<file path="src/rtl/seg7_pkg.sv">
// seg7_pkg: shared types and helpers for the 7-segment scan driver.
// Optional feature macro: SEG7_LEADING_ZERO_BLANK_EN (see seg7_scan.sv).
package seg7_pkg;

  localparam int DEF_SCAN_DIV  = 50000;
  localparam int DEF_BLANK_CYC = 2;

  typedef enum logic [1:0] {
    S_OFF = 2'd0,
    S_GAP = 2'd1,
    S_ON  = 2'd2
  } state_e;

  // Level that turns a digit common line on.
  function automatic logic sel_on(input bit active_low);
    return ~active_low;
  endfunction

  // Level that keeps a digit common line off.
  function automatic logic sel_off(input bit active_low);
    return active_low;
  endfunction

endpackage

</file>
<file path="src/rtl/seg7_scan_if.sv">
// seg7_scan_if: frame data in, scan drive out.
// master drives data/enable, slave is the scanner.
interface seg7_scan_if #(
  parameter int N_DIGITS = 4
);
  logic                    EN;
  logic [4*N_DIGITS-1:0]   DATA;
  logic [N_DIGITS-1:0]     DP_IN;
  logic [3:0]              DIGIT_OUT;
  logic                    DP_OUT;
  logic [N_DIGITS-1:0]     DIG_SEL;
  logic                    SCAN_TICK;

  modport master (
    output EN, DATA, DP_IN,
    input  DIGIT_OUT, DP_OUT, DIG_SEL, SCAN_TICK
  );

  modport slave (
    input  EN, DATA, DP_IN,
    output DIGIT_OUT, DP_OUT, DIG_SEL, SCAN_TICK
  );
endinterface

</file>
<file path="src/rtl/seg7_slot_timer.sv">
// seg7_slot_timer: per-slot prescaler for the scan driver.
// Counts 0..SCAN_DIV-1 while run is high; clr forces 0.
module seg7_slot_timer #(
  parameter int SCAN_DIV  = 4,
  parameter int BLANK_CYC = 1,
  parameter int CW        = $clog2(SCAN_DIV)
) (
  input  logic          clk,
  input  logic          clr,
  input  logic          run,
  output logic          gap_end,
  output logic          slot_end,
  output logic [CW-1:0] cnt_nxt
);

  localparam logic [CW-1:0] GAP_LAST  = CW'(BLANK_CYC - 1);
  localparam logic [CW-1:0] SLOT_LAST = CW'(SCAN_DIV - 1);

  logic [CW-1:0] div_cnt_q;
  logic [CW-1:0] div_cnt_d;

  assign gap_end  = (div_cnt_q == GAP_LAST);
  assign slot_end = (div_cnt_q == SLOT_LAST);
  assign cnt_nxt  = div_cnt_d;

  // Next count: wrap at slot end, zero when idle or cleared.
  always_comb begin
    div_cnt_d = '0;
    if (!clr && run && !slot_end)
      div_cnt_d = div_cnt_q + CW'(1);
  end

  // Counter register.
  always_ff @(posedge clk) begin
    if (clr) div_cnt_q <= '0;
    else     div_cnt_q <= div_cnt_d;
  end

endmodule

</file>
<file path="src/rtl/seg7_scan.sv">
// seg7_scan: time-multiplexed common-anode 7-segment scan driver.
// `define SEG7_LEADING_ZERO_BLANK_EN to keep leading zero digits dark.
module seg7_scan
  import seg7_pkg::*;
#(
  parameter int N_DIGITS       = 4,
  parameter int SCAN_DIV       = DEF_SCAN_DIV,
  parameter int BLANK_CYC      = DEF_BLANK_CYC,
  parameter bit SEL_ACTIVE_LOW = 1'b1
) (
  input  logic        CLK,
  input  logic        RST,
  seg7_scan_if.slave  bus
);

  localparam int CW = $clog2(SCAN_DIV);
  localparam int IW = $clog2(N_DIGITS);
  localparam int DW = 4 * N_DIGITS;

  localparam logic [IW-1:0] IDX_LAST  = IW'(N_DIGITS - 1);
  localparam logic [CW-1:0] SLOT_LAST = CW'(SCAN_DIV - 1);

  state_e state_q, state_d;
  logic [IW-1:0] idx_q, idx_d;
  logic [DW-1:0] shadow_q, shadow_d;
  logic [N_DIGITS-1:0] sdp_q, sdp_d;

  logic [3:0] digit_out_q, digit_out_d;
  logic dp_out_q, dp_out_d;
  logic [N_DIGITS-1:0] dig_sel_q, dig_sel_d;
  logic scan_tick_q, scan_tick_d;

  logic gap_end;
  logic slot_end;
  logic [CW-1:0] cnt_nxt;
  logic tmr_run;
  logic lit_ok;

  assign tmr_run = (state_q != S_OFF) && bus.EN;

  seg7_slot_timer #(
    .SCAN_DIV  (SCAN_DIV),
    .BLANK_CYC (BLANK_CYC),
    .CW        (CW)
  ) u_timer (
    .clk      (CLK),
    .clr      (RST),
    .run      (tmr_run),
    .gap_end  (gap_end),
    .slot_end (slot_end),
    .cnt_nxt  (cnt_nxt)
  );

  // Scan state, digit index and frame shadow next-state.
  always_comb begin
    state_d  = state_q;
    idx_d    = idx_q;
    shadow_d = shadow_q;
    sdp_d    = sdp_q;
    if (RST) begin
      state_d  = S_OFF;
      idx_d    = '0;
      shadow_d = '0;
      sdp_d    = '0;
    end else if (!bus.EN) begin
      state_d = S_OFF;
      idx_d   = '0;
    end else begin
      unique case (state_q)
        S_OFF: begin
          shadow_d = bus.DATA;
          sdp_d    = bus.DP_IN;
          idx_d    = '0;
          state_d  = S_GAP;
        end
        S_GAP: begin
          if (gap_end) state_d = S_ON;
        end
        S_ON: begin
          if (slot_end) begin
            state_d = S_GAP;
            if (idx_q == IDX_LAST) begin
              idx_d    = '0;
              shadow_d = bus.DATA;
              sdp_d    = bus.DP_IN;
            end else begin
              idx_d = idx_q + IW'(1);
            end
          end
        end
        default: begin
          state_d = S_OFF;
          idx_d   = '0;
        end
      endcase
    end
  end

`ifdef SEG7_LEADING_ZERO_BLANK_EN
  logic [N_DIGITS-1:0] hi_nz;

  // hi_nz[k]: some shadow nibble at position k or above is non-zero.
  always_comb begin
    logic acc;
    acc   = 1'b0;
    hi_nz = '0;
    for (int k = N_DIGITS - 1; k >= 0; k--) begin
      acc      = acc | (|shadow_d[4*k +: 4]);
      hi_nz[k] = acc;
    end
  end

  assign lit_ok = (idx_d == '0) || hi_nz[idx_d];
`else
  assign lit_ok = 1'b1;
`endif

  // Output values for the cycle being entered.
  always_comb begin
    digit_out_d = '0;
    dp_out_d    = 1'b0;
    scan_tick_d = 1'b0;
    for (int k = 0; k < N_DIGITS; k++)
      dig_sel_d[k] = sel_off(SEL_ACTIVE_LOW);
    if (state_d != S_OFF) begin
      digit_out_d = shadow_d[{idx_d, 2'b00} +: 4];
      dp_out_d    = sdp_d[idx_d];
    end
    if (state_d == S_ON) begin
      scan_tick_d = (cnt_nxt == SLOT_LAST);
      for (int k = 0; k < N_DIGITS; k++)
        if (lit_ok && idx_d == IW'(k))
          dig_sel_d[k] = sel_on(SEL_ACTIVE_LOW);
    end
  end

  // State and registered outputs.
  always_ff @(posedge CLK) begin
    if (RST) begin
      state_q     <= S_OFF;
      idx_q       <= '0;
      shadow_q    <= '0;
      sdp_q       <= '0;
      digit_out_q <= '0;
      dp_out_q    <= 1'b0;
      scan_tick_q <= 1'b0;
      dig_sel_q   <= {N_DIGITS{sel_off(SEL_ACTIVE_LOW)}};
    end else begin
      state_q     <= state_d;
      idx_q       <= idx_d;
      shadow_q    <= shadow_d;
      sdp_q       <= sdp_d;
      digit_out_q <= digit_out_d;
      dp_out_q    <= dp_out_d;
      scan_tick_q <= scan_tick_d;
      dig_sel_q   <= dig_sel_d;
    end
  end

  assign bus.DIGIT_OUT = digit_out_q;
  assign bus.DP_OUT    = dp_out_q;
  assign bus.DIG_SEL   = dig_sel_q;
  assign bus.SCAN_TICK = scan_tick_q;

endmodule
</file>
<file path="src/flat_wrapper.sv">
// flat-port wrapper written by rule: the top's interface ports become plain ports
module seg7_scan_flat import seg7_pkg::*;
#(
  parameter int N_DIGITS       = 4,
  parameter int SCAN_DIV       = DEF_SCAN_DIV,
  parameter int BLANK_CYC      = DEF_BLANK_CYC,
  parameter bit SEL_ACTIVE_LOW = 1'b1
)
  (CLK, RST, bus_EN, bus_DATA, bus_DP_IN, bus_DIGIT_OUT, bus_DP_OUT, bus_DIG_SEL, bus_SCAN_TICK);
  seg7_scan_if #(.N_DIGITS(N_DIGITS)) bus_i ();
  input  logic CLK;
  input  logic RST;
  input wire logic [$bits(bus_i.EN)-1:0] bus_EN;
  input wire logic [$bits(bus_i.DATA)-1:0] bus_DATA;
  input wire logic [$bits(bus_i.DP_IN)-1:0] bus_DP_IN;
  output wire logic [$bits(bus_i.DIGIT_OUT)-1:0] bus_DIGIT_OUT;
  output wire logic [$bits(bus_i.DP_OUT)-1:0] bus_DP_OUT;
  output wire logic [$bits(bus_i.DIG_SEL)-1:0] bus_DIG_SEL;
  output wire logic [$bits(bus_i.SCAN_TICK)-1:0] bus_SCAN_TICK;
  assign bus_i.EN = bus_EN;
  assign bus_i.DATA = bus_DATA;
  assign bus_i.DP_IN = bus_DP_IN;
  assign bus_DIGIT_OUT = bus_i.DIGIT_OUT;
  assign bus_DP_OUT = bus_i.DP_OUT;
  assign bus_DIG_SEL = bus_i.DIG_SEL;
  assign bus_SCAN_TICK = bus_i.SCAN_TICK;
  seg7_scan #(.N_DIGITS(N_DIGITS), .SCAN_DIV(SCAN_DIV), .BLANK_CYC(BLANK_CYC), .SEL_ACTIVE_LOW(SEL_ACTIVE_LOW)) u_core (.CLK(CLK), .RST(RST), .bus(bus_i));
endmodule
</file>
<file path="config.mk">
export PLATFORM = sky130hd
export DESIGN_NAME = seg7_scan_flat
export DESIGN_NICKNAME = d
export VERILOG_FILES = /design/src/rtl/seg7_pkg.sv /design/src/rtl/seg7_scan_if.sv /design/src/rtl/seg7_slot_timer.sv /design/src/rtl/seg7_scan.sv /design/src/flat_wrapper.sv
export SDC_FILE = /design/constraint.sdc
export NUM_CORES = 1
export LEC_CHECK = 0
export CORE_MARGIN = 4
export CORE_UTILIZATION = 60
export CTS_BUF_LIST = sky130_fd_sc_hd__clkbuf_8
export DETAILED_ROUTE_END_ITERATION = 8
export HOLD_SLACK_MARGIN = 0.12
export PLACE_DENSITY = 0.87
export SLEW_MARGIN = 20
export SYNTH_ARGS = -nofsm -noshare
export SYNTH_HDL_FRONTEND = slang
export SYNTH_SLANG_ARGS = --single-unit
</file>
<file path="constraint.sdc">
create_clock -name CLK -period 6.4 [get_ports CLK]
set_input_delay 0.64 -clock CLK [delete_from_list [all_inputs] [get_ports CLK]]
set_output_delay 0.64 -clock CLK [all_outputs]
set_load 0.05 [all_outputs]
</file>
==> metrics.yaml <==
hold_path:
  holdPathStages: 1
  hold_class: "reg2reg"
status:
  outcome: "finished, final reports clean"
cts:
  cts_max_level: 2
  clkTransAtPathRegs_ns: 0.10
  clk_latency_ns: 0.31
  cts_root_buf: "clkbuf_8"
  cts-resized-gates: 0
  postCtsSetupRepairBufs: 0
  cts_tree: "yes"
  holdBufCountCts: 0
  cts_inserted_buffers: 5
  cts.sinks: 50
  cts_buffer_depth: 2
run:
  maxCapViolCount: 0
timing:
  rsz0062_at_grt: "no"
  worstMarginPinSlew_ns: 0.807
  setup_tns_ns: 0
  fin_ws_ns: 3.53
  fin_crit_sh: 0.448
  slew_headroom: 0.462
  fin_skew_ns: 0.00710
  fin_crit_ns: 2.87
  setup_viol: 0
  max_freq_ghz: 0.349
  final_hold_viol_count: 0
  drv_slew: 0
final_layout:
  finalNetCount: 292
  utilization: 0.747
  drive_gt1_frac: 0.0875
  syn_to_final_growth_pct: 19.7
  antennaDiodeCount: 0
  fin_cells: 311
worst_setup_path:
  cp-startpoint: "u_core.u_timer.div_cnt_q[4]$_SDFF_PP0_"
  crit_path_start_kind: "flop"
  crit_fanout: 18
  crit_type: "reg2reg"
  critPathArrivalTime_ns: 3.12
  reg2reg_slack_ns: 3.53
  r2r-start: "u_core.u_timer.div_cnt_q[4]$_SDFF_PP0_"
  worstSetupEndpointType: "flop"
  cp-endpoint: "u_core.bus.SCAN_TICK$_SDFF_PP0_"
  timing.rr.end: "u_core.bus.SCAN_TICK$_SDFF_PP0_"
  reg2reg_depth: 7
  cp.required_ns: 6.66
floorplan:
  die_h_um: 69.7
  die-area_um2: 4860
  start_util: 0.624
  rows: 22
  die-width_um: 69.7
  core_area_um2: 3660
  pin_count: 33
synth:
  yosys.cell_types.count: 49
  ys.flop_type: "dfxtp_1"
  synth_seq_cells: 50
  syn_nets: 262
  ys_seq_area_frac: 0.438
  syn_area_um2: 2280
  avgSynthCellArea_um2: 9.85
  postSynthCellCount: 232
  ys_async_sr_fraction: 0
  yosysWarnings: 0
  synth_edf_count: 0
power:
  clkPwrFrac: 0.380
  internal_power_w: 0.000460
  seq_power_share: 0.544
  p_sw_frac: 0.226
  p_leak_nw: 0.897
  power_switching_w: 0.000134
  p_per_area_nw_per_um2: 217
  power_frac_comb: 0.077
  peakVddDrop_mv: 0.156
route:
  wire_per_inst_um: 15.7
  ant_nets: 0
  vias_per_cell: 5.87
  drt_wl_total_um: 4900
  drc: 0
  vias: 1826
  dr.pass1.iters: 4
  drt_iter0_drc: 183
global_routing:
  antenna_found_initial: 0
  grt_max_degree: 19
  grt_overflow: 0
  grt_pass1_vias: 1822
  globalRouteTotalUtil: 0.206
  grt_pass1_wl_um: 8250
placement:
  routabilityCongestion: 0.888
  post-place-ws_ns: 3.56
  dp_cells: 303
  place_hpwl_um: 3400
  io_buffers: 32
==> final cells by class <==
type	instances	area [um^2]
tap	48	60.1
clock buffer	5	68.8
fill	249	926
timing repair buffer	32	320
sequential	50	1000
clock inverter	3	45.0
inverter	9	33.8
multi-input combinational	164	1210
==> state kept, by name, summed over array words and instances, names as in the netlist, 2 cells and up <==
register,count
u_core.bus.DIG_SEL,4
u_core.idx_q,2
u_core.bus.DIGIT_OUT,4
u_core.state_q,2
u_core.shadow_q,16
u_core.u_timer.div_cnt_q,16
u_core.sdp_q,4
==> cells by family (layout without fill, tap and decap cells) <==
group                    Yosys count  count (layout)  synth area share
XOR/XNOR                          12              12            0.0460
buffers and inverters             18              49            0.0340
AND/OR/NAND/NOR                   84              84             0.222
flip-flops                        50              50             0.438
multiplexers                      11              11            0.0493
AO/OA/AOI/OAI                     50              50             0.173
adder cells (fa/ha/maj)            7               7            0.0383
==> Yosys cell counts, types with 5 or more instances <==
cell	n	area, um^2
dfxtp_1	50	1000
nor2_1	23	86.3
a22o_1	18	158
inv_1	9	33.8
mux2i_1	9	90.1
nand2_1	8	30.0
nand3_1	8	40.0
ha_1	7	87.6
nand4_1	7	43.8
xnor2_1	7	61.3
a21oi_1	6	30.0
o22ai_1	6	37.5
clkbuf_1	5	18.8
o21ai_0	5	25.0
or3_1	5	31.3
xor2_1	5	43.8
==> per-stage QoR <==
stage                     hold WS, ns  cell area [um^2]  power [W]
after floorplan                 0.441              2280   0.000355
after detailed placement        0.463              2620   0.000375
after CTS                       0.490              2740   0.000594
after global placement          0.457              2620   0.000374
final                           0.485              2740   0.000594
after global routing            0.514              2740   0.000610
==> how the worst min path moves through the flow <==
| stage | endpoint | from | slack (ns) |
|---|---|---|---|
| 2_1_floorplan | u_core.shadow_q[1]$_SDFF_PP0_ | u_core.shadow_q[1]$_SDFF_PP0_ | 0.44 |
| 3_3_place_gp | u_core.shadow_q[1]$_SDFF_PP0_ | u_core.shadow_q[1]$_SDFF_PP0_ | 0.46 |
| 3_5_place_dp | u_core.shadow_q[1]$_SDFF_PP0_ | u_core.shadow_q[1]$_SDFF_PP0_ | 0.46 |
| 4_1_cts | u_core.shadow_q[2]$_SDFF_PP0_ | u_core.shadow_q[2]$_SDFF_PP0_ | 0.49 |
| 5_1_grt | u_core.shadow_q[2]$_SDFF_PP0_ | u_core.shadow_q[2]$_SDFF_PP0_ | 0.51 |
| 6_report | u_core.sdp_q[2]$_SDFF_PP0_ | u_core.sdp_q[2]$_SDFF_PP0_ | 0.49 |
==> cells in the final DEF, fill, tap and decap left out, types with 2 or more instances in the layout <==
cell / count
ha_1: 7
and2_1: 4
mux2_1: 2
or3_1: 5
o21ai_0: 5
nor3_1: 4
clkinvlp_4: 2
xor2_1: 5
o21ai_1: 2
inv_1: 9
nand3b_1: 2
or4_4: 2
dfxtp_1: 50
o22ai_1: 6
a21oi_1: 6
clkbuf_8: 5
clkdlybuf4s50_1: 32
nand4_1: 7
nand2b_1: 3
a21oi_4: 2
nor4_1: 2
xnor2_1: 7
nor2_2: 3
nor2b_1: 2
nor2_1: 23
nor4_4: 2
a22o_1: 18
nand2_1: 8
mux2i_1: 9
nand3_1: 8
or4b_1: 2
==> power groups by stage <==
| stage | Clock (W) | Combinational (W) | Sequential (W) |
|---|---|---|---|
| finish | 0.000226 | 0.0000456 | 0.000323 |
| global route | 0.000237 | 0.0000494 | 0.000324 |
| CTS | 0.000225 | 0.0000458 | 0.000323 |
| detailed placement | 0 | 0.0000451 | 0.000330 |
| global placement | 0 | 0.0000442 | 0.000330 |
| floorplan | 0 | 0.0000231 | 0.000332 |
==> per-layer routing <==
layer	global-route usage	wire (um)	up-vias
li1	-	-	911
met1	0.260	2220	857
met2	0.350	2400	48
met3	0.0507	208	10
met4	0.0596	68	0
met5	0	0	-
==> critical path, cell delays in order (launching register included) <==
cell      delay (ns)
dfxtp_1         0.36
or4_4           0.60
nor4_4          0.41
or3_1           0.57
a21oi_1         0.12
nor4_1          0.34
nand4_1         0.15
and4bb_1        0.27
Note: power is estimated with default switching activity, not from simulation.
==> patch 1 (config.mk and constraints unchanged) <==
`N_DIGITS` is set to 4 in 3 places; all go to 2.
--- a/src/rtl/seg7_scan_if.sv
+++ b/src/rtl/seg7_scan_if.sv
@@ -1,7 +1,7 @@
 // seg7_scan_if: frame data in, scan drive out.
 // master drives data/enable, slave is the scanner.
 interface seg7_scan_if #(
-  parameter int N_DIGITS = 4
+  parameter int N_DIGITS = 2
 );
   logic                    EN;
   logic [4*N_DIGITS-1:0]   DATA;
--- a/src/rtl/seg7_scan.sv
+++ b/src/rtl/seg7_scan.sv
@@ -3,7 +3,7 @@
 module seg7_scan
   import seg7_pkg::*;
 #(
-  parameter int N_DIGITS       = 4,
+  parameter int N_DIGITS       = 2,
   parameter int SCAN_DIV       = DEF_SCAN_DIV,
   parameter int BLANK_CYC      = DEF_BLANK_CYC,
   parameter bit SEL_ACTIVE_LOW = 1'b1
--- a/src/flat_wrapper.sv
+++ b/src/flat_wrapper.sv
@@ -1,7 +1,7 @@
 // flat-port wrapper written by rule: the top's interface ports become plain ports
 module seg7_scan_flat import seg7_pkg::*;
 #(
-  parameter int N_DIGITS       = 4,
+  parameter int N_DIGITS       = 2,
   parameter int SCAN_DIV       = DEF_SCAN_DIV,
   parameter int BLANK_CYC      = DEF_BLANK_CYC,
   parameter bit SEL_ACTIVE_LOW = 1'b1
Ports: changed (resized bus_DATA, bus_DIG_SEL and bus_DP_IN); port bits go from 33 to 21. No check against the original RTL was run, so the function may have changed too.
==> patch 1 against the original RTL <==
- area after synthesis is 9.9% lower
- via count fell by 5.0%
- register-to-register slack better by 390 ps
- power is 17% lower
- clock skew up 5.9 ps
- wire length decreased by 9.5%
- clock power decreased by 8%
- sequential power fell by 26%
- sequential cell count decreased by 13
- worst hold slack improved by 53 ps
- worst setup slack lost 130 ps
- cell area decreased by 13%
- critical endpoint unchanged
- largest cell class unchanged
- largest power group unchanged
- highest routed layer unchanged
==> patch 1: results (changes against the original RTL) <==
Power and ir drop
  – Comb. pwr: 0.0443 mW (-3%)
  – Psw: 0.118 mW (-12%)
  – Static Leak: 0.780 nW (-13%)
  – Clock share of power: 42.2% (+4.2 points)
  – Power Total: 0.492 mW (-17%)
  – Peak supply drop: 0.130 mV (-17%)

Clock tree
  – Clock transition at path regs: 90 ps
  – Number of H-tree levels: 2 (unchanged)
  – CTS root buf: clkbuf_8
  – Post-cts resize count: 0 (unchanged)
  – Clock tree buffer depth: 2 (unchanged)
  – TritonCTS buffer count: 5 (unchanged)
  – Post-CTS Setup Bufs: 0 (unchanged)

Global routing
  – First-pass GRT wire length: 7.38 mm (-10%)
  – All-Layer GR Usage: 21.8% (+1.2 points)
  – Largest net degree at the start of global routing: 18 (-1)
  – Number of global-route vias before repair: 1682 (-7.7%)

Worst hold path
  – Hold_sp: u_core.u_timer.div_cnt_q[0]
  – Hold Path Depth: 1 (unchanged)
  – Min-Delay Path Class: reg2reg
  – Hold Path Sink: u_core.u_timer.div_cnt_q[0]

Critical path
  – Flop2flop setup slack: 3920 ps (+390 ps)
  – CP Max Fanout: 14 (-4)
  – Worst R2R Start: u_core.state_q[0]
  – RR Endpoint: u_core.bus.SCAN_TICK
  – FF-to-FF path depth: 7 (unchanged)

Final layout
  – Fraction of layout cells with a size suffix above 1: 9.24% (+0.49 points)
  – Final Cell Area: 2380 sq um (-13%)
  – Max reg flops: 16
  – Final nets: 267 (-8.6%)
  – Layout fillers: 288 (+16%)
  – Largest register by flop count: u_core.u_timer.div_cnt_q

Yosys
  – Top_reg_cell synth: dfxtp_1
  – Post-synthesis average cell area: 8.91 sq um (-9.5%)
  – Seq/Total Area, Yosys: 36.0% (-7.8 points)
  – Syn nets: 250 (-4.6%)
  – Yosys cell types: 50 (+2.0%)
  – Most frequent cells after synthesis: 37 x dfxtp_1, 24 x nor2_1, 11 x a21oi_1, 11 x nand3_1, 10 x nand2_1
  – Post-synth ARST share: 0% (unchanged)
  – Synth area leaders: dfxtp_1 36%, mux2i_1 4.4%, nor2_1 4.4%

Drt
  – WL/cell: 15.0 um (-4.5%)
  – Vias per Instance: 5.88 (+0.11%)
  – DRT iter0 DRCs: 124 (-32%)
  – Drt pass-1 iters: 4 (unchanged)
  – Detailed-route wire length: 4.43 mm (-9.5%)

Placed design
  – Post-DP Area: 2260 sq um (-14%)
  – Hpwl dp: 3.08 mm (-9.6%)
  – GP Congestion: 0.894 (+0.60%)
  – Place WS: 3130 ps (-426 ps)
  – I/O Buffers: 20 (-38%)
  – DP Cell Count: 287 (-5.3%)

Timing
  – Worst Tran Pin Value: 755 ps (-52.1 ps)
  – Clock Skew: 13.0 ps (+5.87 ps)
  – Hold WS: 538 ps (+52.8 ps)

Run status
  – Status: finished, final reports clean
-- patch 1: cell count changes in the layout (fill, tap and decap cells not counted), moves of 5 or more --
cell / delta
clkdlybuf4s50_1: -12
dfxtp_1: -13
a22o_1: -18
a21oi_1: +5
o21a_1: +7
and3_1: +6
-- patch 1: area by class of cell --
class                           count  area share (%)
Multi-Input combinational cell    178            52.1
Sequential cell                    37            31.1
Timing Repair Buffer               21            8.73
Clock buffer                        5            2.89
Tap cell                           46            2.42
Clock inverter                      3            1.95
Inverter                            5           0.789
-- patch 1: kinds of logic (layout without fill, tap and decap cells) --
| kind of cell | Yosys count | in the layout | synth area share (%) |
|---|---|---|---|
| AOI/OAI and AO/OA | 51 | 51 | 16.9 |
| xor gates and xnor gates | 14 | 14 | 5.96 |
| adders and majority gates | 6 | 6 | 3.65 |
| buffers and inverters | 16 | 34 | 3.77 |
| DFF | 37 | 37 | 36.0 |
| muxes | 11 | 11 | 5.84 |
| and+or+nand+nor | 96 | 96 | 27.9 |
-- patch 1: worst max-delay path by stage --
stage,from,end,slack [ps],depth (start not counted)
3_3_place_gp,RST,u_core.bus.SCAN_TICK,3260,7
5_1_grt,RST,u_core.bus.SCAN_TICK,3160,7
3_5_place_dp,RST,u_core.bus.SCAN_TICK,3130,7
6_report,RST,u_core.bus.SCAN_TICK,3410,7
2_1_floorplan,RST,u_core.bus.SCAN_TICK,4170,6
4_1_cts,RST,u_core.bus.SCAN_TICK,3440,7
-- patch 1: metal layers --
layer / part of all wire, % / GRT usage (%)
met3: 5.7 / 6.07
met4: 2.2 / 10.9
met5: 0 / 0
met1: 43 / 25.1
met2: 49 / 36.5
-- patch 1: critical path, stage by stage --
cell and delay, ps:
clkdlybuf4s50_1 660, nor3b_1 610, nand3_1 190, o21ai_0 320, a22oi_1 130, or3_1 340, a2111oi_2 310
==> patch 2 (same flow settings) <==
Made on the original files. The 3 states of `state_e` get a one-hot encoding in 3 bits.
--- a/src/rtl/seg7_pkg.sv
+++ b/src/rtl/seg7_pkg.sv
@@ -5,10 +5,10 @@
   localparam int DEF_SCAN_DIV  = 50000;
   localparam int DEF_BLANK_CYC = 2;
 
-  typedef enum logic [1:0] {
-    S_OFF = 2'd0,
-    S_GAP = 2'd1,
-    S_ON  = 2'd2
+  typedef enum logic [2:0] {
+    S_OFF = 3'b001,
+    S_GAP = 3'b010,
+    S_ON  = 3'b100
   } state_e;
 
   // Level that turns a digit common line on.
Check against the original RTL: no difference found for any inputs over 10 cycles, from zero or initial values and one cycle with RST high; not proved beyond that.
==> patch 2 against the original RTL <==
- cell area is 5.0% higher
- die area up 6.0%
- wire length up 13%
- sequential share of layout area down 1.1 points
- area after synthesis rose by 6.8%
- power increased by 5.7%
- sequential cell count increased by 1
- non-clock buffer count is 2 higher
- first-iteration DRC count is 42% higher
- worst setup slack worse by 710 ps
- largest cell class unchanged
==> patch 2: results (changes against the original RTL) <==
Global routing
  – All-Layer GR Usage: 22.9% (+2.3 points)
  – Met2 track demand over resource: 34.3% (-0.67 points)
  – First-pass GRT wire length: 9.28 mm (+13%)
  – Met3 GRT Util: 5.75% (+0.68 points)
  – Number of global-route vias before repair: 1958 (+7.5%)
  – Met1 usage: 32.3% (+6.3 points)
  – Largest net degree at the start of global routing: 27 (+8)

Drt
  – Vias per Instance: 5.86 (-0.12%)
  – DRT iter0 DRCs: 259 (+42%)
  – WL/cell: 15.6 um (-0.67%)
  – Met1 wire length: 2.68 mm (+21%)
  – Detailed-route wire length: 5.54 mm (+13%)
  – Met3 routed WL: 355 um (+71%)
  – Post-route antenna net violation count: 0 (unchanged)
  – Met2 WL post-DR: 2.43 mm (+1.3%)

Power and ir drop
  – Peak supply drop: 0.174 mV (+11%)
  – Power Sequential: 0.334 mW (+3%)
  – Static Leak: 0.977 nW (+8.9%)
  – Pwr per Cell Area: 219 nW/um^2 (+0.65%)
  – Clock share of power: 36.2% (-1.8 points)
  – Internal Pwr Total: 0.480 mW (+4.4%)

Critical path
  – Slowest stage delay, CP: 660 ps (+60 ps)
  – Critical path startpoint: RST
  – Worst R2R Start: u_core.u_timer.div_cnt_q[0]
  – Crit path DAT: 3740 ps (+620 ps)
  – Cell family with most CP delay: simple AND/OR/NAND/NOR gates
  – CP Max Fanout: 23 (+5)
  – CP max stage cell: nand2_1

Clock tree
  – Post-CTS Setup Bufs: 0 (unchanged)
  – Clock sinks: 51 (+2.0%)
  – Clock tree buffer depth: 2 (unchanged)
  – Number of H-tree levels: 2 (unchanged)

Yosys
  – Synth area leaders: dfxtp_1 42%, nand2_1 7.7%, a2bb2oi_1 6.1%
  – Top_reg_cell synth: dfxtp_1
  – Most frequent cells after synthesis: 51 x dfxtp_1, 50 x nand2_1, 25 x nor2_1
  – Seq/Total Area, Yosys: 41.8% (-2.0 points)
  – Post-synth ARST share: 0% (unchanged)
  – Syn nets: 306 (+17%)
  – Post-synthesis average cell area: 8.71 sq um (-12%)

Placed design
  – GP Congestion: 0.892 (+0.37%)
  – DP Cell Count: 346 (+14%)
  – I/O Buffers: 32 (unchanged)
  – Place WS: 2570 ps (-988 ps)
  – Hpwl dp: 3.89 mm (+14%)
  – Post-DP Area: 2760 sq um (+5.2%)

Final layout
  – Fraction of layout cells with a size suffix above 1: 5.56% (-3.2 points)
  – Final nets: 331 (+13%)
  – Layout fillers: 291 (+17%)

Timing
  – Max transition margin: 43.2% (-3.0 points)
  – Clock Skew: 14.5 ps (+7.44 ps)

Worst hold path
  – Hold_sp: u_core.shadow_q[15]

Run status
  – Status: finished, final reports clean
## patch 2: cell count changes after synthesis, moves of 4 or more
| cell | before | now |
|---|---|---|
| nand2_1 | 8 | 50 |
| a22o_1 | 18 | 0 |
| a2bb2oi_1 | 0 | 17 |
| nor3b_1 | 1 | 17 |
| clkbuf_1 | 5 | 10 |
| nand4_1 | 7 | 2 |
| a21oi_1 | 6 | 2 |
| ha_1 | 7 | 3 |
## patch 2: final timing paths
path                                           endpoint  slack [ps]  cells past startpoint
worst max register to register  u_core.bus.DIGIT_OUT[1]        3170                      9
worst max-delay path            u_core.bus.DIGIT_OUT[1]        2820                      8
worst min register to register      u_core.shadow_q[15]         470                      2
worst min-delay path                u_core.shadow_q[15]         470                      2
## patch 2: layout make-up
| type | count | area, sq um | area share [%] |
|---|---|---|---|
| Timing Repair Buffer | 34 | 335 | 11.7 |
| Tap cell | 48 | 60.1 | 2.09 |
| Inverter | 6 | 22.5 | 0.784 |
| Clock buffer | 5 | 68.8 | 2.40 |
| Multi-Input combinational cell | 207 | 1320 | 45.9 |
| Sequential cell | 51 | 1020 | 35.5 |
| Clock inverter | 3 | 46.3 | 1.61 |
## patch 2: logic make-up after synthesis
group / Yosys count / share of synthesized area (%)
AO/OA/AOI/OAI: 39 / 12.4
XOR/XNOR: 14 / 5.03
adder cells (fa/ha/maj): 3 / 1.54
buffers and inverters: 22 / 4.41
flip-flops: 51 / 41.8
multiplexers: 12 / 5.13
AND/OR/NAND/NOR: 139 / 29.7
## patch 2: worst register-to-register path: cells and delay by family, from the launching register on
kind | cells | cell delay (ps)
simple gates | 3 | 1130
compound gates | 3 | 830
flops | 1 | 440
buf+inv | 1 | 280
fa+ha+maj | 1 | 260
mux | 1 | 150
